### src/rtl/bnn_pkg.sv
//==============================================================================
// bnn_pkg : shared SPI responder state encoding and status-byte field layout
// Rev 1.0
//==============================================================================
`default_nettype none

package bnn_pkg;

  typedef enum logic [1:0] {
    ST_IDLE  = 2'd0,
    ST_LOAD  = 2'd1,
    ST_SHIFT = 2'd2
  } spi_state_t;

  localparam int c_STAT_RDY_BIT = 7;
  localparam int c_STAT_FSM_MSB = 6;
  localparam int c_STAT_FSM_LSB = 4;
  localparam int c_STAT_DIG_MSB = 3;
  localparam int c_STAT_DIG_LSB = 0;

  function automatic logic [7:0] pack_status(input logic       rdy,
                                             input logic [2:0] st,
                                             input logic [3:0] dig);
    logic [7:0] s;
    s = 8'h00;
    s[c_STAT_RDY_BIT]                 = rdy;
    s[c_STAT_FSM_MSB:c_STAT_FSM_LSB]  = st;
    s[c_STAT_DIG_MSB:c_STAT_DIG_LSB]  = dig;
    return s;
  endfunction

endpackage

`default_nettype wire

### src/rtl/spi_tx_responder_if.sv
//==============================================================================
// spi_tx_responder_if : response-byte valid/ready handshake into the responder
// Rev 1.0
//==============================================================================
`default_nettype none

interface spi_tx_responder_if;
  logic [7:0] tx_byte;
  logic       tx_valid;
  logic       tx_ready;

  modport master (output tx_byte, output tx_valid, input  tx_ready);
  modport slave  (input  tx_byte, input  tx_valid, output tx_ready);
endinterface

`default_nettype wire

### src/rtl/bit_synchronizer.sv
//==============================================================================
// bit_synchronizer : DEPTH-flop single-bit synchronizer with selectable reset value
// Rev 1.0
//==============================================================================
`default_nettype none

module bit_synchronizer #(
  parameter int   DEPTH     = 2,
  parameter logic RESET_VAL = 1'b0
) (
  input  logic clk,
  input  logic rst_n,
  input  logic d,
  output logic q
);

  logic [DEPTH-1:0] r_sync;

  always_ff @(posedge clk or negedge rst_n) begin
    if (!rst_n) begin
      r_sync <= {DEPTH{RESET_VAL}};
    end else begin
      r_sync <= {r_sync[DEPTH-2:0], d};
    end
  end

  assign q = r_sync[DEPTH-1];

endmodule

`default_nettype wire

### src/rtl/spi_tx_responder.sv
//==============================================================================
// spi_tx_responder : SPI mode-0 MISO responder, one-byte holding register, status fallback
// Rev 1.0
//==============================================================================
`default_nettype none

module spi_tx_responder
  import bnn_pkg::*;
#(
  parameter int SYNC_STAGES        = 2,
  parameter int CLK_SCLK_MIN_RATIO = 8
) (
  input  logic                      clk,
  input  logic                      rst_n,
  input  logic                      sclk,
  input  logic                      cs_n,
  output logic                      miso,
  output logic                      miso_oe,
  spi_tx_responder_if.slave         tx,
  input  logic [2:0]                fsm_state,
  input  logic                      bnn_result_ready,
  input  logic [3:0]                bnn_result_out,
  output logic                      byte_done,
  output logic                      status_sent
);

  if (SYNC_STAGES < 2 || CLK_SCLK_MIN_RATIO < 2) begin : g_param_check
    $error("spi_tx_responder: SYNC_STAGES must be >= 2 and CLK_SCLK_MIN_RATIO >= 2");
  end

  logic       w_sclk_s;
  logic       w_cs_s;
  logic       r_sclk_prev;
  logic       r_cs_prev;
  logic       w_sclk_rise;
  logic       w_sclk_fall;
  logic       w_cs_fall;

  spi_state_t r_state;
  logic [2:0] r_bit_cnt;
  logic [7:0] r_shift;
  logic [7:0] r_hold;
  logic       r_hold_valid;
  logic       r_is_status;

  bit_synchronizer #(.DEPTH(SYNC_STAGES), .RESET_VAL(1'b0)) u_sync_sclk (
    .clk   (clk),
    .rst_n (rst_n),
    .d     (sclk),
    .q     (w_sclk_s)
  );

  bit_synchronizer #(.DEPTH(SYNC_STAGES), .RESET_VAL(1'b1)) u_sync_cs (
    .clk   (clk),
    .rst_n (rst_n),
    .d     (cs_n),
    .q     (w_cs_s)
  );

  assign w_sclk_rise = w_sclk_s & ~r_sclk_prev;
  assign w_sclk_fall = ~w_sclk_s & r_sclk_prev;
  assign w_cs_fall   = ~w_cs_s & r_cs_prev;

  always_ff @(posedge clk or negedge rst_n) begin
    if (!rst_n) begin
      r_state      <= ST_IDLE;
      r_bit_cnt    <= 3'd0;
      r_shift      <= 8'h00;
      r_hold       <= 8'h00;
      r_hold_valid <= 1'b0;
      r_is_status  <= 1'b0;
      r_sclk_prev  <= 1'b0;
      r_cs_prev    <= 1'b1;
      byte_done    <= 1'b0;
      status_sent  <= 1'b0;
    end else begin
      r_sclk_prev <= w_sclk_s;
      r_cs_prev   <= w_cs_s;
      byte_done   <= 1'b0;
      status_sent <= 1'b0;

      // Accept only into an empty holding register, so a LOAD that drains it
      // can never coincide with a new write.
      if (tx.tx_valid && !r_hold_valid) begin
        r_hold       <= tx.tx_byte;
        r_hold_valid <= 1'b1;
      end

      if (w_cs_s) begin
        r_state   <= ST_IDLE;
        r_bit_cnt <= 3'd0;
      end else begin
        case (r_state)
          ST_IDLE: begin
            if (w_cs_fall) r_state <= ST_LOAD;
          end
          ST_LOAD: begin
            if (r_hold_valid) begin
              r_shift      <= r_hold;
              r_hold_valid <= 1'b0;
              r_is_status  <= 1'b0;
            end else begin
              r_shift     <= pack_status(bnn_result_ready, fsm_state, bnn_result_out);
              r_is_status <= 1'b1;
            end
            r_bit_cnt <= 3'd0;
            r_state   <= ST_SHIFT;
          end
          ST_SHIFT: begin
            if (w_sclk_rise) begin
              r_bit_cnt <= r_bit_cnt + 3'd1;
              if (r_bit_cnt == 3'd7) begin
                byte_done   <= 1'b1;
                status_sent <= r_is_status;
                r_state     <= ST_LOAD;
              end
            end else if (w_sclk_fall && (r_bit_cnt != 3'd0)) begin
              // The fall after the final rise is skipped; LOAD refills instead.
              r_shift <= {r_shift[6:0], 1'b0};
            end
          end
          default: r_state <= ST_IDLE;
        endcase
      end
    end
  end

  assign tx.tx_ready = ~r_hold_valid;
  assign miso_oe     = ~w_cs_s;
  assign miso        = miso_oe & r_shift[7];

endmodule

`default_nettype wire

### src/flat_wrapper.sv
// flat-port wrapper written by rule: the top's interface ports become plain ports
module spi_tx_responder_flat import bnn_pkg::*;
#(
  parameter int SYNC_STAGES        = 2,
  parameter int CLK_SCLK_MIN_RATIO = 8
)
  (clk, rst_n, sclk, cs_n, miso, miso_oe, fsm_state, bnn_result_ready, bnn_result_out, byte_done, status_sent, tx_tx_byte, tx_tx_valid, tx_tx_ready);
  spi_tx_responder_if tx_i ();
  input  logic clk;
  input  logic rst_n;
  input  logic sclk;
  input  logic cs_n;
  output logic miso;
  output logic miso_oe;
  input  logic [2:0] fsm_state;
  input  logic bnn_result_ready;
  input  logic [3:0] bnn_result_out;
  output logic byte_done;
  output logic status_sent;
  input wire logic [$bits(tx_i.tx_byte)-1:0] tx_tx_byte;
  input wire logic [$bits(tx_i.tx_valid)-1:0] tx_tx_valid;
  output wire logic [$bits(tx_i.tx_ready)-1:0] tx_tx_ready;
  assign tx_i.tx_byte = tx_tx_byte;
  assign tx_i.tx_valid = tx_tx_valid;
  assign tx_tx_ready = tx_i.tx_ready;
  spi_tx_responder #(.SYNC_STAGES(SYNC_STAGES), .CLK_SCLK_MIN_RATIO(CLK_SCLK_MIN_RATIO)) u_core (.clk(clk), .rst_n(rst_n), .sclk(sclk), .cs_n(cs_n), .miso(miso), .miso_oe(miso_oe), .tx(tx_i), .fsm_state(fsm_state), .bnn_result_ready(bnn_result_ready), .bnn_result_out(bnn_result_out), .byte_done(byte_done), .status_sent(status_sent));
endmodule
### config.mk
export PLATFORM = sky130hd
export DESIGN_NAME = spi_tx_responder_flat
export DESIGN_NICKNAME = d
export VERILOG_FILES = /design/src/rtl/bnn_pkg.sv /design/src/rtl/spi_tx_responder_if.sv /design/src/rtl/bit_synchronizer.sv /design/src/rtl/spi_tx_responder.sv /design/src/flat_wrapper.sv
export SDC_FILE = /design/constraint.sdc
export NUM_CORES = 1
export LEC_CHECK = 0
export BUFFER_PORTS_ARGS = -buffer_cell sky130_fd_sc_hd__buf_4
export CORE_MARGIN = 5
export CORE_UTILIZATION = 59
export CTS_CLUSTER_SIZE = 25
export DETAILED_ROUTE_END_ITERATION = 6
export PLACE_DENSITY = 0.83
export SYNTH_ARGS = -nofsm -noshare
export SYNTH_HDL_FRONTEND = slang
export SYNTH_SLANG_ARGS = --single-unit
### constraint.sdc
create_clock -name clk -period 3.35 [get_ports clk]
set_clock_uncertainty 0.2 [all_clocks]
set_input_delay 0.335 -clock clk [delete_from_list [all_inputs] [get_ports clk]]
set_output_delay 0.335 -clock clk [all_outputs]
set_load 0.01 [all_outputs]
==> impl_metrics.py, run 1 <==
metrics = {
    "status": {
        "status": "finished clean",
    },
    "synth": {
        "ys_seq_area_frac": 0.489,
        "ys_ff_latch": 31,
        "netlist.area_leader.share": 0.440,
        "syn-cell-area_um2": 1590,
        "yosys-top-cells-area": "dfrtp_1 (44%), mux2_2 (6.4%), dfstp_2 (4.9%), ha_1 (4.7%), inv_1 (3.3%)",
        "avgSynthCellArea_um2": 11.3,
        "netlist_instances": 141,
        "synth_fp_nets": 168,
        "ys_warn_count": 0,
        "synth.distinct_cells": 39,
        "yosysTopAreaCell": "dfrtp_1",
    },
    "final_layout": {
        "diodes": 0,
        "layout.nets": 195,
        "final_cell_count_no_fill": 199,
        "final_core_util": 0.761,
        "syn_to_final_growth_pct": 20.4,
        "fillerInstances": 161,
        "finalInstanceArea_um2": 1920,
        "drive_gt1_frac": 0.278,
    },
    "power_and_ir_drop": {
        "power_mw": 1.43,
        "irDropWorstVdd_mv": 0.605,
        "leakage_nw": 0.852,
        "powerDensity_nw_per_um2": 745,
    },
    "placement": {
        "place_ws_ns": 1.11,
        "io_buffer_count": 25,
        "post-dp-hpwl_um": 2250,
        "place_inst": 186,
        "placed_area_um2": 1760,
        "place_congestion": 0.765,
    },
    "sta": {
        "tightest_slew_ns": 0.736,
        "layout_setup_ws_ns": 1.06,
        "final_max_slew_viol_count": 0,
        "hold_slack_ns": 0.0249,
        "timing.setup.tns_ns": 0,
        "rsz0062_at_grt": "no",
        "finalCritPeriodShare": 0.684,
        "finalCriticalPeriod_ns": 2.29,
        "setup_viol": 0,
        "hold_viol_final": 0,
        "slew_headroom": 0.508,
        "max_freq_mhz": 437,
    },
    "setup_path": {
        "worstPathMaxFanout": 24,
        "worstPathArrival_ns": 2.28,
        "crit_slowest_cell": "ha_1",
        "path_cells": "inv_1 -> ha_1 -> or4bb_1 -> o32ai_1 -> a311oi_1",
        "r2r_slack_ns": 1.06,
        "reg2reg_from": "u_core.r_state[0]",
        "max_stage_delay_ns": 0.62,
        "worstPathRequired_ns": 3.34,
        "criticalPathCategory": "flop to flop",
        "startpoint_type": "flop",
        "setup.worst_path.end_class": "flop",
        "cp-startpoint": "u_core.r_state[0]",
    },
    "floorplanning": {
        "core_um2": 2520,
        "dieHeight_um": 62.0,
        "die_width_um": 62.0,
        "rows": 18,
        "dieArea_um2": 3840,
        "io_pins": 26,
        "start_util": 0.632,
    },
    "clock_tree": {
        "cts_tree": "done",
        "path_clk_slew_ns": 0.11,
        "clock-sinks": 31,
        "cts-root-buf": "clkbuf_4",
        "clk_latency_ns": 0.34,
        "cts_resized": 0,
        "htree_levels": 2,
        "cts_buffers": 5,
        "clockBufferDepth": 2,
    },
    "routing": {
        "dr.first_iter.drc_count": 28,
        "ant_nets": 0,
        "finalWirelength_um": 3420,
        "drc_errors": 0,
        "vias_per_cell": 5.94,
        "num_vias": 1182,
        "avgRoutedWirePerCell_um": 17.2,
        "drt-pass1-iter-count": 4,
    },
    "min_path": {
        "hold_path_class": "input pin to flop",
        "min-delay-start": "tx_tx_byte[4]",
    },
    "global_route": {
        "grt_max_degree": 32,
        "grt_usage": 0.206,
        "grt_pass1_wl_um": 5640,
        "grt_pass1_vias": 1196,
        "gr-total-overflow": 0,
        "grt_antenna_before_repair": 0,
    },
    "job": {
        "cap_violations": 0,
    },
}
==> routing by layer <==
metal	GRT usage	vias up	wire length [um]
li1	-	562	-
met1	0.277	574	1510
met2	0.299	40	1630
met3	0.0744	6	236
met4	0.0909	0	53
met5	0	-	0
==> Yosys cell counts (all sizes together) <==
master	count
a211oi	6
clkbuf	5
and2	3
o2bb2ai	1
nor2b	6
or3b	2
a31o	1
o21ai	1
and3b	1
nand4b	2
nor4	1
a311o	1
mux2i	3
or2	1
o32ai	6
mux2	9
or2b	1
or4bb	4
buf	5
nand2b	5
nand4bb	1
nand3b	2
ha	6
nand2	4
dfrtp	28
nor2	3
a22o	1
dfstp	3
a21oi	2
inv	14
a31oi	1
a311oi	6
nand3	3
a21o	1
and3	1
o22ai	1
==> what timing repair did <==
item                                   in CTS  in global routing
endpoints found under the hold margin      31                  2
hold buffers                                3                  2
buffers inserted                            0                  0
==> registers in the layout, indices dropped and copies added, names as in the netlist, 2 cells and up <==
register                   flops
u_core.r_bit_cnt               3
u_core.r_state                 2
u_core.u_sync_cs.r_sync        2
u_core.r_hold                  8
u_core.u_sync_sclk.r_sync      2
u_core.r_shift                 8
==> cells in the final DEF (no fill, tap or decap), types with 2 or more instances in the layout <==
cell type / Yosys / final
a311oi_1: 6 / 6
o32ai_1: 6 / 6
nand4b_1: 2 / 2
nand3_1: 3 / 3
and2_1: 3 / 3
bufinv_16: 0 / 2
buf_4: 0 / 25
dfrtp_1: 28 / 28
or3b_1: 2 / 2
nor2b_1: 6 / 6
dlygate4sd3_1: 0 / 5
nand3b_1: 2 / 2
nand2b_1: 4 / 4
dfstp_2: 3 / 3
ha_1: 6 / 6
nor2_1: 3 / 3
nand2_1: 4 / 4
a21oi_1: 2 / 2
inv_1: 14 / 14
or4bb_1: 4 / 4
mux2i_1: 3 / 3
a211oi_1: 6 / 6
mux2_2: 9 / 9
clkbuf_4: 0 / 5
==> final timing paths <==
| check | end | cells after the start |
|---|---|---|
| min in group asynchronous | u_core.r_bit_cnt[0] | 2 |
| min reg2reg | u_core.u_sync_sclk.r_sync[1] | 0 |
| min | u_core.r_hold[4] | 2 |
| max reg2reg | u_core.r_shift[1] | 5 |
| max | u_core.r_shift[1] | 5 |
| max in group asynchronous | u_core.u_sync_cs.r_sync[0] | 2 |
==> layout make-up <==
class,instances,area [um^2],share of cell area
flip-flops and latches,31,779,0.406
multi-input cells,86,707,0.368
repair buffers,30,238,0.124
clock inverters,3,67.6,0.0352
inverters,14,52.6,0.0274
clock buffers,5,37.5,0.0196
well taps,30,37.5,0.0196
==> kinds of logic after synthesis <==
logic type | after synthesis | share of synthesized area
buf+inv | 24 | 0.0675
compound gates | 28 | 0.139
flops | 31 | 0.489
mux | 12 | 0.0824
simple gates | 40 | 0.175
fa+ha+maj | 6 | 0.0471
==> report_power, final <==
group	switching (mW)	internal [mW]
Sequential	0.101	0.498
Combinational	0.216	0.237
Clock	0.144	0.232
==> critical path: cells and delay by family, from the launching register on <==
family | cells | cell delay [ns]
compound gates | 2 | 0.35
fa+ha+maj | 1 | 0.62
buf+inv | 1 | 0.11
flops | 1 | 0.40
simple gates | 1 | 0.45
Note: power is estimated with default switching activity, not from simulation.
==> inputs of run 2 (changes only) <==
--- a/config.mk
+++ b/config.mk
@@ -5,12 +5,13 @@
 export SDC_FILE = /design/constraint.sdc
 export NUM_CORES = 1
 export LEC_CHECK = 0
+export ABC_AREA = 1
 export BUFFER_PORTS_ARGS = -buffer_cell sky130_fd_sc_hd__buf_4
 export CORE_MARGIN = 5
-export CORE_UTILIZATION = 59
+export CORE_UTILIZATION = 49
 export CTS_CLUSTER_SIZE = 25
 export DETAILED_ROUTE_END_ITERATION = 6
-export PLACE_DENSITY = 0.83
+export PLACE_DENSITY = 0.74
 export SYNTH_ARGS = -nofsm -noshare
 export SYNTH_HDL_FRONTEND = slang
 export SYNTH_SLANG_ARGS = --single-unit
==> constraint.sdc (replaced) <==
create_clock -name clk -period 1.98 [get_ports clk]
set_clock_uncertainty 0.2 [all_clocks]
set_input_delay 0.198 -clock clk [delete_from_list [all_inputs] [get_ports clk]]
set_output_delay 0.198 -clock clk [all_outputs]
set_load 0.01 [all_outputs]
==> run 2 against run 1 <==
Synthesized area fell by 2.2%; global-route usage fell by 4.4 points; highest routed layer unchanged; cell count increased by 36%; combinational power up 68%; largest power group unchanged; worst setup slack got worse by 0.80 ns.
==> impl_metrics.py, run 2 <==
metrics = {
    "global_route": {
        "grt_pass1_vias": 1232,
        "grt_max_degree": 32,
        "grt_antenna_before_repair": 0,
        "gr-total-overflow": 0,
        "grt_usage": 0.163,
        "grt_pass1_wl_um": 5320,
    },
    "setup_path": {
        "worstPathMaxFanout": 12,
        "r2r_slack_ns": 0.26,
        "worstPathArrival_ns": 1.75,
        "reg2reg_from": "u_core.r_hold_valid",
        "r2r-end": "u_core.r_hold[0]",
        "cp-startpoint": "u_core.r_hold_valid",
        "criticalPathCategory": "flop to flop",
        "startpoint_type": "flop",
        "reg2reg_depth": 4,
        "worstPathRequired_ns": 2.01,
        "endpoint": "u_core.r_hold[0]",
        "setup.worst_path.end_class": "flop",
    },
    "final_layout": {
        "diodes": 0,
        "layout_common_cells": "nand2_1 (57), dfrtp_1 (28), buf_4 (26), inv_1 (24), nand3_1 (20)",
        "layout.nets": 252,
        "fillerInstances": 276,
        "drive_gt1_frac": 0.221,
        "syn_to_final_growth_pct": 24.6,
        "multiInputGateArea_um2": 631,
        "top_regs": "u_core.r_hold (8), u_core.r_shift (8), u_core.r_bit_cnt (3)",
        "ff_latch_area_um2": 779,
        "final_common_cell": "nand2_1",
    },
    "clock_tree": {
        "postCtsHoldBufs": 12,
        "cts_setup_buffers": 0,
        "cts_buffers": 5,
        "clock-sinks": 31,
        "clockBufferDepth": 2,
        "path_clk_slew_ns": 0.10,
        "htree_levels": 2,
        "clk_latency_ns": 0.33,
        "cts_resized": 0,
        "cts-root-buf": "clkbuf_4",
        "cts_tree": "done",
    },
    "synth": {
        "avgSynthCellArea_um2": 8.47,
        "netlist.area_leader.share": 0.449,
        "yosys.cell_count.top_type": "nand2_1",
        "synth_fp_nets": 211,
        "async_reset_ff_frac": 1.00,
        "ys_warn_count": 0,
        "yosysTopAreaCell": "dfrtp_1",
        "syn-cell-area_um2": 1560,
        "synthFlopType": "dfrtp_1",
        "synth_edf_count": 0,
        "yosys-top-cells-count": "nand2_1 (57), dfrtp_1 (28), inv_1 (24), nand3_1 (20), nor2_1 (14)",
        "netlist_instances": 184,
        "ys_ff_latch": 31,
        "ys_seq_area_frac": 0.500,
        "synth.distinct_cells": 23,
        "yosys-top-cells-area": "dfrtp_1 (45%), nand2_1 (14%), nand3_1 (6.4%), inv_1 (5.8%), dfstp_2 (5.1%)",
    },
    "power_and_ir_drop": {
        "power_mw": 2.06,
        "powerDensity_nw_per_um2": 1060,
        "leakage_nw": 1.04,
        "irDropWorstVdd_mv": 0.725,
    },
    "routing": {
        "drt-pass1-iter-count": 4,
        "vias_per_cell": 4.71,
        "ant_nets": 0,
        "num_vias": 1272,
        "avgRoutedWirePerCell_um": 11.4,
        "drc_errors": 0,
        "dr.first_iter.drc_count": 47,
        "finalWirelength_um": 3090,
    },
    "floorplanning": {
        "start_util": 0.511,
        "dieArea_um2": 4410,
        "io_pins": 26,
        "die_width_um": 66.4,
        "dieHeight_um": 66.4,
        "core_um2": 3050,
        "rows": 20,
    },
    "sta": {
        "tightest_slew_ns": 0.381,
        "setup_viol": 0,
        "finalCritPeriodShare": 0.867,
        "layout_setup_ws_ns": 0.264,
        "hold_viol_final": 0,
        "finalCriticalPeriod_ns": 1.72,
        "timing.setup.tns_ns": 0,
        "hold_slack_ns": 0.0169,
        "max_freq_mhz": 583,
        "final_max_slew_viol_count": 0,
        "slew_headroom": 0.746,
        "rsz0062_at_grt": "no",
    },
    "placement": {
        "post-dp-hpwl_um": 2230,
        "place_congestion": 0.798,
        "place_ws_ns": 0.380,
        "io_buffer_count": 25,
    },
    "job": {
        "cap_violations": 0,
    },
    "status": {
        "status": "finished clean",
    },
    "min_path": {
        "hold_path_class": "input pin to flop",
        "min-delay-start": "bnn_result_out[0]",
    },
}
## run 2: cell types whose count changed after synthesis, moves of 9 or more
cell / before / now
inv_1: 14 / 24
mux2_2: 9 / 0
nand2_1: 4 / 57
nand3_1: 3 / 20
nor2_1: 3 / 14
## run 2: how the worst min path moves through the flow
stage                                      to  cells past startpoint  slack, ns
final                       u_core.r_shift[0]                      4       0.02
after global routing        u_core.r_shift[0]                      4       0.02
after CTS                 u_core.r_hold_valid                      3       0.01
after detailed placement     u_core.r_hold[4]                      1      -0.05
after global placement       u_core.r_hold[2]                      1      -0.06
after floorplan              u_core.byte_done                      0      -0.30
## run 2: cell families after synthesis
family | share of synthesized area
simple gates | 0.308
buf+inv | 0.0955
flops | 0.500
fa+ha+maj | 0.0482
compound gates | 0.0482
## run 2: layout make-up
| type | count | share of cell area |
|---|---|---|
| sequential | 31 | 0.401 |
| multi-input combinational | 121 | 0.325 |
| timing repair buffer | 38 | 0.162 |
| inverter | 28 | 0.0554 |
| tap | 44 | 0.0284 |
| clock buffer | 6 | 0.0213 |
| clock inverter | 2 | 0.00644 |
## run 2: through the flow
step | utilization | std cells | instance area (um^2)
2_1_floorplan | - | 184 | 1560
3_3_place_gp | 0.579 | 250 | 1770
3_5_place_dp | 0.579 | 250 | 1770
4_1_cts | 0.636 | 270 | 1940
5_1_grt | 0.636 | 270 | 1940
6_report | 0.636 | 270 | 1940
## run 2: power breakdown
part / leakage, nW / switching, mW / internal, mW
Clock: 0.0282 / 0.211 / 0.137
Sequential: 0.370 / 0.116 / 0.829
Combinational: 0.646 / 0.458 / 0.304
## run 2: metal layers
| metal | vias to the layer above | global-route usage | part of all wire |
|---|---|---|---|
| li1 | 653 | - | - |
| met1 | 592 | 0.202 | 0.46 |
| met2 | 21 | 0.255 | 0.48 |
| met3 | 6 | 0.0476 | 0.035 |
| met4 | 0 | 0.0838 | 0.022 |
| met5 | - | 0 | 0 |
## run 2: critical path: stages (launching register included)
cell and delay [ns]:
dfrtp_1 0.57, inv_4 0.13, nand3_1 0.10, dlygate4sd3_1 0.56, nand2_1 0.06
==> inputs of run 3 (changes only) <==
--- a/config.mk
+++ b/config.mk
@@ -12,6 +12,7 @@
 export CTS_CLUSTER_SIZE = 25
 export DETAILED_ROUTE_END_ITERATION = 6
 export PLACE_DENSITY = 0.74
+export RECOVER_POWER = 100
 export SYNTH_ARGS = -nofsm -noshare
 export SYNTH_HDL_FRONTEND = slang
 export SYNTH_SLANG_ARGS = --single-unit
==> run 3 against run 2 <==
Critical path depth fell by 2; combinational power fell by 5.2%; first-iteration DRC count fell by 11%; critical path type is now flop to primary output; worst setup slack improved by 0.0083 ns; critical endpoint is now miso_oe; worst hold slack got worse by 0.0032 ns; die area did not move; count of clock-buffer cells in the layout did not move; largest cell class unchanged; core utilization fell by 1.6 points; power fell by 2.0%; sequential power barely moved; clock power barely moved.
==> impl_metrics.py, run 3 (same netlist as run 2, synthesis figures left out) <==
metrics = {
    "global_route": {
        "grt_max_degree": 32,
        "grt_pass1_vias": 1232,
        "grt_usage": 0.163,
        "gr-total-overflow": 0,
        "grt_pass1_wl_um": 5320,
        "grt_antenna_before_repair": 0,
    },
    "sta": {
        "finalCritPeriodShare": 0.862,
        "rsz0062_at_grt": "no",
        "slew_headroom": 0.505,
        "timing.setup.tns_ns": 0,
        "max_freq_mhz": 586,
        "final_max_slew_viol_count": 0,
        "setup_viol": 0,
        "finalCriticalPeriod_ns": 1.71,
        "hold_viol_final": 0,
        "tightest_slew_ns": 0.742,
    },
    "power_and_ir_drop": {
        "powerDensity_nw_per_um2": 1060,
        "p_int_mw": 1.25,
        "switching_share": 0.381,
        "power.share.sequential": 0.468,
        "irDropWorstVdd_mv": 0.725,
        "p_switching_uw": 768,
        "pwr-share-comb": 0.359,
        "power_mw": 2.01,
        "clock_power_share": 0.173,
        "leakage_nw": 1.01,
    },
    "routing": {
        "drt-pass1-iter-count": 4,
        "ant_nets": 0,
        "avgRoutedWirePerCell_um": 11.4,
        "finalWirelength_um": 3070,
        "dr.first_iter.drc_count": 42,
        "num_vias": 1278,
        "vias_per_cell": 4.73,
        "drc_errors": 0,
    },
    "final_layout": {
        "final_common_cell": "nand2_1",
        "top_regs": "u_core.r_hold (8), u_core.r_shift (8), u_core.r_bit_cnt (3)",
        "layout.nets": 252,
        "layout_common_cells": "nand2_1 (60), dfrtp_1 (28), inv_1 (25), nand3_1 (20), buf_4 (18)",
        "fillerInstances": 287,
        "syn_to_final_growth_pct": 21.5,
        "final_cell_count_no_fill": 270,
        "diodes": 0,
        "drive_gt1_frac": 0.173,
        "finalInstanceArea_um2": 1890,
    },
    "floorplanning": {
        "dieHeight_um": 66.4,
        "rows": 20,
        "io_pins": 26,
        "core_um2": 3050,
        "die_width_um": 66.4,
        "dieArea_um2": 4410,
        "start_util": 0.511,
    },
    "setup_path": {
        "r2r_slack_ns": 0.29,
        "setup.worst_path.end_class": "primary output",
        "r2r-end": "u_core.r_hold[0]",
        "worstPathRequired_ns": 1.58,
        "worstPathArrival_ns": 1.31,
        "worstPathMaxFanout": 6,
        "reg2reg_depth": 4,
        "criticalPathCategory": "flop to primary output",
        "startpoint_type": "flop",
        "reg2reg_from": "u_core.r_hold_valid",
    },
    "clock_tree": {
        "cts_setup_buffers": 0,
        "clock-sinks": 31,
        "htree_levels": 2,
        "cts-root-buf": "clkbuf_4",
        "clockBufferDepth": 2,
        "clk_latency_ns": 0.33,
        "cts_tree": "done",
        "path_clk_slew_ns": 0.10,
        "cts_resized": 0,
        "cts_buffers": 5,
    },
    "min_path": {
        "min-delay-start": "bnn_result_out[0]",
        "hold_path_depth": 4,
        "hold_path_class": "input pin to flop",
        "worstHoldEndpoint": "u_core.r_shift[0]",
    },
    "placement": {
        "placed_area_um2": 1770,
        "place_congestion": 0.798,
        "place_inst": 250,
        "io_buffer_count": 25,
        "post-dp-hpwl_um": 2230,
    },
    "job": {
        "cap_violations": 0,
    },
    "status": {
        "status": "finished clean",
    },
}
run 3: changes by cell type in the layout (fill, tap and decap cells not counted), moves of 2 or more:
cell	delta
buf_4	-8
clkbuf_1	+5
nand2_1	+3
nand2_4	-3
clkbuf_4	+2
run 3: cell type report:
cell class / count / area [um^2] / share of cell area
inverters: 28 / 108 / 0.0568
well taps: 44 / 55.1 / 0.0291
repair buffers: 38 / 294 / 0.155
flip-flops and latches: 31 / 779 / 0.411
clock inverters: 2 / 12.5 / 0.00661
clock buffers: 6 / 41.3 / 0.0218
multi-input cells: 121 / 604 / 0.319
run 3: worst max-delay path by stage:
| stage | from | end | slack, ns | cells after the start |
|---|---|---|---|---|
| 2_1_floorplan | u_core.r_state[0] | u_core.r_shift[1] | 0.51 | 8 |
| 3_3_place_gp | u_core.r_state[0] | u_core.r_shift[7] | 0.42 | 7 |
| 3_5_place_dp | u_core.r_state[0] | u_core.r_shift[5] | 0.38 | 7 |
| 4_1_cts | u_core.r_hold_valid | u_core.r_hold[0] | 0.31 | 4 |
| 5_1_grt | u_core.r_state[0] | u_core.r_shift[5] | 0.13 | 8 |
| 6_report | u_core.u_sync_cs.r_sync[1] | miso_oe | 0.27 | 2 |
run 3: critical path, stage by stage (launching register included):
cell,delay [ns]
dfstp_1,0.64
inv_1,0.18
clkbuf_1,0.16
run 3: repair_timing:
action	4_1_cts	5_1_grt
hold buffers	12	0
setup endpoints to repair	0	0
endpoints found under the hold margin	41	0
run 3: per-stage QoR:
step | hold slack [ns] | util | worst slack (ns)
final | 0.0138 | 0.620 | 0.272
after global routing | 0.0232 | 0.620 | 0.133
after CTS | 0.00956 | 0.636 | 0.312
after detailed placement | -0.0514 | 0.579 | 0.380
after global placement | -0.0557 | 0.579 | 0.418
after floorplan | -0.298 | - | 0.508
run 3: metal layers:
| layer | routed length [um] | up-vias | global-route usage |
|---|---|---|---|
| met5 | 0 | - | 0 |
| met3 | 143 | 6 | 0.0476 |
| met2 | 1490 | 31 | 0.255 |
| met1 | 1370 | 589 | 0.202 |
| li1 | - | 652 | - |
| met4 | 65 | 0 | 0.0838 |
run 3: power by group through the flow:
stage	clock [mW]	combinational [mW]	sequential [mW]
global route	0.397	0.830	0.961
finish	0.349	0.722	0.943
detailed placement	0	0.743	0.953
CTS	0.365	0.767	0.940
floorplan	0	0.624	0.905
global placement	0	0.722	0.945
